**src/rtl/rf_arb_pkg.sv**
```systemverilog
// Shared types and constants for the register-file write arbiter.
package rf_arb_pkg;

  localparam int RF_DATA_W = 64;
  localparam int RF_ADDR_W = 5;
  localparam int ZERO_REG  = 0;

  typedef enum logic [0:0] {
    NORMAL = 1'b0,
    STARVE = 1'b1
  } rf_arb_state_e;

  typedef struct packed {
    logic                        valid;
    logic [RF_ADDR_W-1:0]        rd;
    logic signed [RF_DATA_W-1:0] data;
  } rf_arb_entry_t;

endpackage

```
**src/rtl/rf_write_arbiter_if.sv**
```systemverilog
// WB / LL request, hazard query and register-file write port bundle.
interface rf_write_arbiter_if
  import rf_arb_pkg::*;
#(
  parameter int DATA_W = RF_DATA_W,
  parameter int ADDR_W = RF_ADDR_W
);

  logic                     wb_valid;
  logic [ADDR_W-1:0]        wb_rd;
  logic signed [DATA_W-1:0] wb_data;
  logic                     ll_valid;
  logic                     ll_ready;
  logic [ADDR_W-1:0]        ll_rd;
  logic signed [DATA_W-1:0] ll_data;
  logic [ADDR_W-1:0]        q_rs1;
  logic [ADDR_W-1:0]        q_rs2;
  logic                     q_hazard;
  logic                     stall_req;
  logic                     rf_we;
  logic [ADDR_W-1:0]        rf_rd;
  logic signed [DATA_W-1:0] rf_wdata;

  modport master (
    output wb_valid, wb_rd, wb_data, ll_valid, ll_rd, ll_data, q_rs1, q_rs2,
    input  ll_ready, q_hazard, stall_req, rf_we, rf_rd, rf_wdata
  );

  modport slave (
    input  wb_valid, wb_rd, wb_data, ll_valid, ll_rd, ll_data, q_rs1, q_rs2,
    output ll_ready, q_hazard, stall_req, rf_we, rf_rd, rf_wdata
  );

endinterface

```
**src/rtl/rf_arb_fifo.sv**
```systemverilog
// LL write buffer: circular FIFO with per-entry valid bits that WB writes can kill,
// plus the kill-match and hazard-match vectors over the buffered entries.
module rf_arb_fifo
  import rf_arb_pkg::*;
#(
  parameter int DEPTH  = 4,
  parameter int DATA_W = RF_DATA_W,
  parameter int ADDR_W = RF_ADDR_W,
  localparam int PTR_W = $clog2(DEPTH),
  localparam int CNT_W = $clog2(DEPTH) + 1
) (
  input  logic                     clk,
  input  logic                     rst,
  input  logic                     push_i,
  input  logic [ADDR_W-1:0]        push_rd_i,
  input  logic signed [DATA_W-1:0] push_data_i,
  input  logic                     pop_i,
  input  logic                     kill_i,
  input  logic [ADDR_W-1:0]        kill_rd_i,
  input  logic [ADDR_W-1:0]        q_rs1_i,
  input  logic [ADDR_W-1:0]        q_rs2_i,
  output logic [CNT_W-1:0]         count_o,
  output logic                     head_valid_o,
  output logic [ADDR_W-1:0]        head_rd_o,
  output logic signed [DATA_W-1:0] head_data_o,
  output logic                     any_valid_o,
  output logic [DEPTH-1:0]         kill_vec_o,
  output logic                     push_killed_o,
  output logic                     hit1_o,
  output logic                     hit2_o
);

  logic [DEPTH-1:0]         valid_q, valid_d;
  logic [ADDR_W-1:0]        rd_q   [DEPTH];
  logic signed [DATA_W-1:0] data_q [DEPTH];
  logic [PTR_W-1:0]         wr_ptr_q, rd_ptr_q;
  logic [CNT_W-1:0]         count_q, count_d;
  logic [DEPTH-1:0]         hit1_vec, hit2_vec;

  always_comb begin
    kill_vec_o = '0;
    hit1_vec   = '0;
    hit2_vec   = '0;
    for (int i = 0; i < DEPTH; i++) begin
      kill_vec_o[i] = kill_i && valid_q[i] && (rd_q[i] == kill_rd_i);
      hit1_vec[i]   = valid_q[i] && (rd_q[i] == q_rs1_i);
      hit2_vec[i]   = valid_q[i] && (rd_q[i] == q_rs2_i);
    end
  end

  // An entry entering in the same cycle as a matching WB write is already stale.
  assign push_killed_o = push_i && kill_i && (push_rd_i == kill_rd_i);

  always_comb begin
    valid_d = valid_q & ~kill_vec_o;
    if (pop_i)  valid_d[rd_ptr_q] = 1'b0;
    if (push_i) valid_d[wr_ptr_q] = ~push_killed_o;
    count_d = count_q + CNT_W'(push_i) - CNT_W'(pop_i);
  end

  always_ff @(posedge clk or posedge rst) begin
    if (rst) begin
      valid_q  <= '0;
      wr_ptr_q <= '0;
      rd_ptr_q <= '0;
      count_q  <= '0;
    end else begin
      valid_q <= valid_d;
      count_q <= count_d;
      if (push_i) wr_ptr_q <= wr_ptr_q + PTR_W'(1);
      if (pop_i)  rd_ptr_q <= rd_ptr_q + PTR_W'(1);
    end
  end

  always_ff @(posedge clk) begin
    if (push_i) begin
      rd_q[wr_ptr_q]   <= push_rd_i;
      data_q[wr_ptr_q] <= push_data_i;
    end
  end

  assign count_o      = count_q;
  assign head_valid_o = valid_q[rd_ptr_q];
  assign head_rd_o    = rd_q[rd_ptr_q];
  assign head_data_o  = data_q[rd_ptr_q];
  assign any_valid_o  = |valid_q;
  assign hit1_o       = |hit1_vec;
  assign hit2_o       = |hit2_vec;

endmodule

```
**src/rtl/rf_write_arbiter.sv**
```systemverilog
// Register-file write-port arbiter: WB always wins, LL is buffered and drained when WB idles.
// Optional performance counters are built when RF_ARB_PERF_EN is defined.
module rf_write_arbiter
  import rf_arb_pkg::*;
#(
  parameter int DEPTH        = 4,
  parameter int STARVE_LIMIT = 8,
  parameter int DATA_W       = RF_DATA_W,
  parameter int ADDR_W       = RF_ADDR_W
) (
  input  logic               clk,
  input  logic               rst,
  rf_write_arbiter_if.slave  bus
`ifdef RF_ARB_PERF_EN
  ,
  output logic [31:0]        perf_conflict_o,
  output logic [31:0]        perf_stall_o,
  output logic [15:0]        perf_kill_o
`endif
);

  localparam int CNT_W = $clog2(DEPTH) + 1;
  localparam int SC_W  = $clog2(STARVE_LIMIT + 1);
  localparam logic [0:0]        ST_NORMAL = 1'(NORMAL);
  localparam logic [0:0]        ST_STARVE = 1'(STARVE);
  localparam logic [ADDR_W-1:0] RD_ZERO   = ADDR_W'(ZERO_REG);

  logic                     wb_win, nonempty, push, pop, ll_grant;
  logic [CNT_W-1:0]         fifo_count;
  logic                     head_valid, any_valid, push_killed, hit1, hit2;
  logic [ADDR_W-1:0]        head_rd;
  logic signed [DATA_W-1:0] head_data;
  logic [DEPTH-1:0]         kill_vec;

  logic                     rf_we_q, rf_we_d;
  logic [ADDR_W-1:0]        rf_rd_q, rf_rd_d;
  logic signed [DATA_W-1:0] rf_wdata_q, rf_wdata_d;
  logic                     stall_q, stall_d;
  logic [0:0]               state_q, state_d;
  logic [SC_W-1:0]          starve_q, starve_d;

  assign wb_win        = bus.wb_valid && (bus.wb_rd != RD_ZERO);
  assign nonempty      = (fifo_count != '0);
  assign bus.ll_ready  = (fifo_count < CNT_W'(DEPTH));
  assign push          = bus.ll_valid && bus.ll_ready && (bus.ll_rd != RD_ZERO);
  // Killed heads are popped too; they just never reach the write port.
  assign pop           = !wb_win && nonempty;
  assign ll_grant      = pop && head_valid;

  rf_arb_fifo #(
    .DEPTH  (DEPTH),
    .DATA_W (DATA_W),
    .ADDR_W (ADDR_W)
  ) u_fifo (
    .clk           (clk),
    .rst           (rst),
    .push_i        (push),
    .push_rd_i     (bus.ll_rd),
    .push_data_i   (bus.ll_data),
    .pop_i         (pop),
    .kill_i        (wb_win),
    .kill_rd_i     (bus.wb_rd),
    .q_rs1_i       (bus.q_rs1),
    .q_rs2_i       (bus.q_rs2),
    .count_o       (fifo_count),
    .head_valid_o  (head_valid),
    .head_rd_o     (head_rd),
    .head_data_o   (head_data),
    .any_valid_o   (any_valid),
    .kill_vec_o    (kill_vec),
    .push_killed_o (push_killed),
    .hit1_o        (hit1),
    .hit2_o        (hit2)
  );

  assign bus.q_hazard =
      ((bus.q_rs1 != RD_ZERO) && (hit1 || (rf_we_q && (rf_rd_q == bus.q_rs1)))) ||
      ((bus.q_rs2 != RD_ZERO) && (hit2 || (rf_we_q && (rf_rd_q == bus.q_rs2))));

  always_comb begin
    rf_we_d    = 1'b0;
    rf_rd_d    = rf_rd_q;
    rf_wdata_d = rf_wdata_q;
    if (wb_win) begin
      rf_we_d    = 1'b1;
      rf_rd_d    = bus.wb_rd;
      rf_wdata_d = bus.wb_data;
    end else if (ll_grant) begin
      rf_we_d    = 1'b1;
      rf_rd_d    = head_rd;
      rf_wdata_d = head_data;
    end
  end

  // Starvation tracking: WB keeps winning while LL work waits.
  always_comb begin
    state_d  = state_q;
    starve_d = starve_q;
    case (state_q)
      ST_NORMAL: begin
        if (!nonempty || ll_grant) begin
          starve_d = '0;
        end else if (wb_win && any_valid) begin
          if (starve_q >= SC_W'(STARVE_LIMIT - 1)) begin
            state_d  = ST_STARVE;
            starve_d = SC_W'(STARVE_LIMIT);
          end else begin
            starve_d = starve_q + SC_W'(1);
          end
        end
      end
      default: begin
        if (!nonempty) begin
          state_d  = ST_NORMAL;
          starve_d = '0;
        end
      end
    endcase
    stall_d = (state_d == ST_STARVE);
  end

  always_ff @(posedge clk or posedge rst) begin
    if (rst) begin
      rf_we_q    <= 1'b0;
      rf_rd_q    <= '0;
      rf_wdata_q <= '0;
      stall_q    <= 1'b0;
      state_q    <= ST_NORMAL;
      starve_q   <= '0;
    end else begin
      rf_we_q    <= rf_we_d;
      rf_rd_q    <= rf_rd_d;
      rf_wdata_q <= rf_wdata_d;
      stall_q    <= stall_d;
      state_q    <= state_d;
      starve_q   <= starve_d;
    end
  end

  assign bus.rf_we     = rf_we_q;
  assign bus.rf_rd     = rf_rd_q;
  assign bus.rf_wdata  = rf_wdata_q;
  assign bus.stall_req = stall_q;

`ifdef RF_ARB_PERF_EN
  function automatic logic [31:0] sat_inc32(input logic [31:0] v);
    return (&v) ? v : v + 32'd1;
  endfunction

  function automatic logic [15:0] sat_add16(input logic [15:0] a, input logic [15:0] b);
    logic [16:0] s;
    s = {1'b0, a} + {1'b0, b};
    return s[16] ? 16'hFFFF : s[15:0];
  endfunction

  logic [31:0] perf_conflict_q, perf_stall_q;
  logic [15:0] perf_kill_q, kill_n;

  always_comb begin
    kill_n = 16'(push_killed);
    for (int i = 0; i < DEPTH; i++) kill_n = kill_n + 16'(kill_vec[i]);
  end

  always_ff @(posedge clk or posedge rst) begin
    if (rst) begin
      perf_conflict_q <= '0;
      perf_stall_q    <= '0;
      perf_kill_q     <= '0;
    end else begin
      if (wb_win && nonempty) perf_conflict_q <= sat_inc32(perf_conflict_q);
      if (stall_q)            perf_stall_q    <= sat_inc32(perf_stall_q);
      perf_kill_q <= sat_add16(perf_kill_q, kill_n);
    end
  end

  assign perf_conflict_o = perf_conflict_q;
  assign perf_stall_o    = perf_stall_q;
  assign perf_kill_o     = perf_kill_q;
`else
  logic perf_unused;
  assign perf_unused = ^{kill_vec, push_killed};
`endif

endmodule

```
**src/flat_wrapper.sv**
```systemverilog
// flat-port wrapper written by rule: the top's interface ports become plain ports
module rf_write_arbiter_flat import rf_arb_pkg::*;
#(
  parameter int DEPTH        = 4,
  parameter int STARVE_LIMIT = 8,
  parameter int DATA_W       = RF_DATA_W,
  parameter int ADDR_W       = RF_ADDR_W
)
  (clk, rst, bus_wb_valid, bus_wb_rd, bus_wb_data, bus_ll_valid, bus_ll_rd, bus_ll_data, bus_q_rs1, bus_q_rs2, bus_ll_ready, bus_q_hazard, bus_stall_req, bus_rf_we, bus_rf_rd, bus_rf_wdata);
  rf_write_arbiter_if #(.DATA_W(DATA_W), .ADDR_W(ADDR_W)) bus_i ();
  input  logic clk;
  input  logic rst;
  input wire logic [$bits(bus_i.wb_valid)-1:0] bus_wb_valid;
  input wire logic [$bits(bus_i.wb_rd)-1:0] bus_wb_rd;
  input wire logic [$bits(bus_i.wb_data)-1:0] bus_wb_data;
  input wire logic [$bits(bus_i.ll_valid)-1:0] bus_ll_valid;
  input wire logic [$bits(bus_i.ll_rd)-1:0] bus_ll_rd;
  input wire logic [$bits(bus_i.ll_data)-1:0] bus_ll_data;
  input wire logic [$bits(bus_i.q_rs1)-1:0] bus_q_rs1;
  input wire logic [$bits(bus_i.q_rs2)-1:0] bus_q_rs2;
  output wire logic [$bits(bus_i.ll_ready)-1:0] bus_ll_ready;
  output wire logic [$bits(bus_i.q_hazard)-1:0] bus_q_hazard;
  output wire logic [$bits(bus_i.stall_req)-1:0] bus_stall_req;
  output wire logic [$bits(bus_i.rf_we)-1:0] bus_rf_we;
  output wire logic [$bits(bus_i.rf_rd)-1:0] bus_rf_rd;
  output wire logic [$bits(bus_i.rf_wdata)-1:0] bus_rf_wdata;
  assign bus_i.wb_valid = bus_wb_valid;
  assign bus_i.wb_rd = bus_wb_rd;
  assign bus_i.wb_data = bus_wb_data;
  assign bus_i.ll_valid = bus_ll_valid;
  assign bus_i.ll_rd = bus_ll_rd;
  assign bus_i.ll_data = bus_ll_data;
  assign bus_i.q_rs1 = bus_q_rs1;
  assign bus_i.q_rs2 = bus_q_rs2;
  assign bus_ll_ready = bus_i.ll_ready;
  assign bus_q_hazard = bus_i.q_hazard;
  assign bus_stall_req = bus_i.stall_req;
  assign bus_rf_we = bus_i.rf_we;
  assign bus_rf_rd = bus_i.rf_rd;
  assign bus_rf_wdata = bus_i.rf_wdata;
  rf_write_arbiter #(.DEPTH(DEPTH), .STARVE_LIMIT(STARVE_LIMIT), .DATA_W(DATA_W), .ADDR_W(ADDR_W)) u_core (.clk(clk), .rst(rst), .bus(bus_i));
endmodule
```
**config.mk**
```make
export PLATFORM = sky130hd
export DESIGN_NAME = rf_write_arbiter_flat
export DESIGN_NICKNAME = d
export VERILOG_FILES = /design/src/rtl/rf_arb_pkg.sv /design/src/rtl/rf_write_arbiter_if.sv /design/src/rtl/rf_arb_fifo.sv /design/src/rtl/rf_write_arbiter.sv /design/src/flat_wrapper.sv
export SDC_FILE = /design/constraint.sdc
export NUM_CORES = 1
export LEC_CHECK = 0
export CAP_MARGIN = 20
export CORE_UTILIZATION = 49
export DETAILED_ROUTE_END_ITERATION = 7
export HOLD_SLACK_MARGIN = 0.08
export PLACE_DENSITY_LB_ADDON = 0.12
export SYNTH_ARGS = -nofsm -noshare
export SYNTH_HDL_FRONTEND = slang
export SYNTH_SLANG_ARGS = --single-unit
```
**constraint.sdc**
```tcl
create_clock -name clk -period 3.15 [get_ports clk]
set_input_delay 0.315 -clock clk [delete_from_list [all_inputs] [get_ports clk]]
set_output_delay 0.315 -clock clk [all_outputs]
set_load 0.01 [all_outputs]
```
==> out/results.tsv <==
metric	value	unit
most frequent cell after synthesis	edfxtp_1	
Yosys warning total	0	
FMAX	350	MHz
Area contributors post-synth	edfxtp_1 56%, dfrtp_1 14%, mux4_2 11%	
leakage power	6.71	nW
Clock power frac	0.274	
CTS clk-pin slew, worst paths	0.06	ns
Clock Tree Root	clkbuf_16	
total power draw	15.4	mW
met2 usage in global routing	0.359	
ys flop type	edfxtp_1	
CTS tree	built	
final worst-path cycle share	0.908	
maximum VDD drop	0.639	mV
Synth area leader	edfxtp_1	
largest net degree at the start of global routing	139	
cts repair resizes	0	
Sink Count	362	
Area Overhead vs Synth	27.3	%
vias in the first global route	9089	
GRT Max-Usage Layer	met2	
Synth top area share	0.556	
Mapped Nets	1112	
row count	63	
Worst EP required	2.83	ns
Die Span Y	176	microns
layout cells sized above 1	0.139	
register area share after synthesis	0.701	
CTS buffer count	38	
fin crit period	2.86	ns
RePlAce Congestion	0.944	
status	completed	
critical path arrival	2.54	ns
PortBufs	224	
Hold WC Path Type	primary input to asynchronous set/reset pin	
count of final setup violators	0	
async set-or-reset flop fraction in the synthesized netlist	0.238	
final hold viol count	0	
initial cell density of the core	0.500	
worst skew pair latency	0.51	ns
post-CTS setup buffers	0	
Psw	4.48	mW
Max-slew headroom	0.508	
CP max FO	4	
RSZ-0062 raised after global routing	no	
DR iter-0 viols	647	
Critical Path End Type	output pin	
post-route setup TNS	0	ns
NumNets Final	1347	
final slew viol count	0	
Post-synth EDFFs	276	
Seq cells post-synth	362	
Synth Instances	949	
first-pass GRT wire length	50700	microns
hpwl dp	20900	microns
fin cells	1604	
Routed Antenna Nets	0	
WS Path Type	flop to output pin	
Core Region	29800	sq um
wire per inst	20.2	microns
Reg power frac	0.426	
initial antenna violation count	3	
R2R cell count	7	
H-tree depth	2	
Avg Cell Area, Syn	15.7	sq um
Via density	5.46	
internal power	10.9	mW
I/O pins	225	
Post-Route WL	32400	microns
Post-synth top cells	276 x edfxtp_1, 139 x nand2_1, 86 x dfrtp_1, 70 x mux4_2, 70 x nor2_1	
Pwr per Cell Area	810	nW/um^2
Synth Cell Area	14900	sq um
combinational power share	0.301	
Global Route met1 Usage	0.286	
Net Sw Frac	0.291	
Max clock buf depth	3	
grt ovf	0	
startpoint types	flop	
clk_skew	0.0167	ns
Synth cell types	43	
max_cap viols	0	
die footprint	31100	sq um
met3 usage	0.0416	
gr usage total	0.215	
TritonRoute pass-1 iters	5	
Worst Tran Pin Value	0.738	ns
DP Cell Count	1534	
via count	8758	
Die Wd	176	microns
DRC viols	0	
Post-CTS Hold Buffers	0	
## worst paths after layout
| check | end | from | slack (ns) |
|---|---|---|---|
| min | u_core.bus.rf_wdata[12] | rst | 0.22 |
| max | bus_q_hazard | u_core.u_fifo.rd_q[3][1] | 0.29 |
| min reg2reg | u_core.bus.rf_wdata[23] | u_core.bus.rf_wdata[23] | 0.54 |
| max in group asynchronous | u_core.bus.rf_wdata[43] | rst | 2.26 |
| max reg2reg | u_core.u_fifo.count_o[2] | u_core.u_fifo.count_o[2] | 0.85 |
| min in group clk | u_core.bus.rf_wdata[15] | bus_wb_data[15] | 0.38 |
## cell families (layout without fill, tap and decap cells)
| family | after synthesis | after routing | synth area share |
|---|---|---|---|
| AO/OA/AOI/OAI | 91 | 91 | 0.0400 |
| adder cells (fa/ha/maj) | 11 | 11 | 0.00974 |
| AND/OR/NAND/NOR | 260 | 260 | 0.0733 |
| multiplexers | 75 | 75 | 0.109 |
| other | 0 | 3 | 0 |
| flip-flops | 362 | 362 | 0.701 |
| XOR/XNOR | 80 | 80 | 0.0470 |
| buffers and inverters | 70 | 332 | 0.0202 |
## per-stage QoR
stage          worst slack [ns]  instance area (sq um)  hold slack, ns   util
2_1_floorplan            0.0776                  14900           0.414      -
3_3_place_gp              0.343                  17800           0.528  0.597
3_5_place_dp              0.304                  17800           0.529  0.597
4_1_cts                   0.248                  19000           0.232  0.637
5_1_grt                   0.118                  19000           0.258  0.637
6_report                  0.290                  19000           0.219  0.637
## layout make-up
type / count / area (sq um)
diodes: 3 / 7.51
clock buffers: 46 / 991
clock inverters: 21 / 186
fillers: 2220 / 10800
inverters: 7 / 28.8
multi-input cells: 517 / 4190
flip-flops and latches: 362 / 10400
well taps: 390 / 488
repair buffers: 258 / 2640
## placed cells by master, fill, tap and decap left out, drive strengths merged, types with 4 or more instances in the layout
cell type / count
a21oi: 7
ha: 10
nor2: 71
o21ai: 6
mux2i: 5
xnor2: 27
clkdlybuf4s50: 224
edfxtp: 276
nor4: 14
clkbuf: 46
and2: 4
mux4: 70
clkinv: 18
xor2: 53
and3: 5
dfrtp: 86
nand2: 139
buf: 34
nand3: 15
a31oi: 64
inv: 7
## state kept, by name, indices dropped and copies added, names as in the netlist
| signal | count |
|---|---|
| u_core.u_fifo.rd_ptr_q | 2 |
| u_core.bus.rf_we | 1 |
| u_core.starve_q | 4 |
| u_core.u_fifo.count_o | 3 |
| u_core.u_fifo.data_q | 256 |
| u_core.bus.stall_req | 1 |
| u_core.u_fifo.wr_ptr_q | 2 |
| u_core.u_fifo.rd_q | 20 |
| u_core.bus.rf_rd | 5 |
| u_core.bus.rf_wdata | 64 |
| u_core.u_fifo.valid_q | 4 |
## power groups by stage
stage | clock network, mW | logic (mW) | registers, mW
2_1_floorplan | 0 | 2.76 | 6.65
3_3_place_gp | 0 | 4.65 | 6.62
3_5_place_dp | 0 | 4.69 | 6.64
4_1_cts | 4.30 | 4.71 | 6.56
5_1_grt | 4.47 | 5.07 | 6.64
6_report | 4.21 | 4.62 | 6.55
## routing by layer
metal	vias to the layer above	routed length, microns	share of wire
met4	0	730	0.023
met3	56	1940	0.060
met2	268	16000	0.49
met5	-	0	0
met1	4379	13700	0.42
li1	4055	-	-
## worst max-delay path: stages (launching register included)
cell and delay (ns):
edfxtp_1 0.51, xor2_1 0.21, nor4_1 0.34, nand3_1 0.11, nand3_1 0.10, o22ai_1 0.10
o21ai_0 0.11, clkdlybuf4s50_1 0.57
Note: power is estimated with default switching activity, not from simulation.
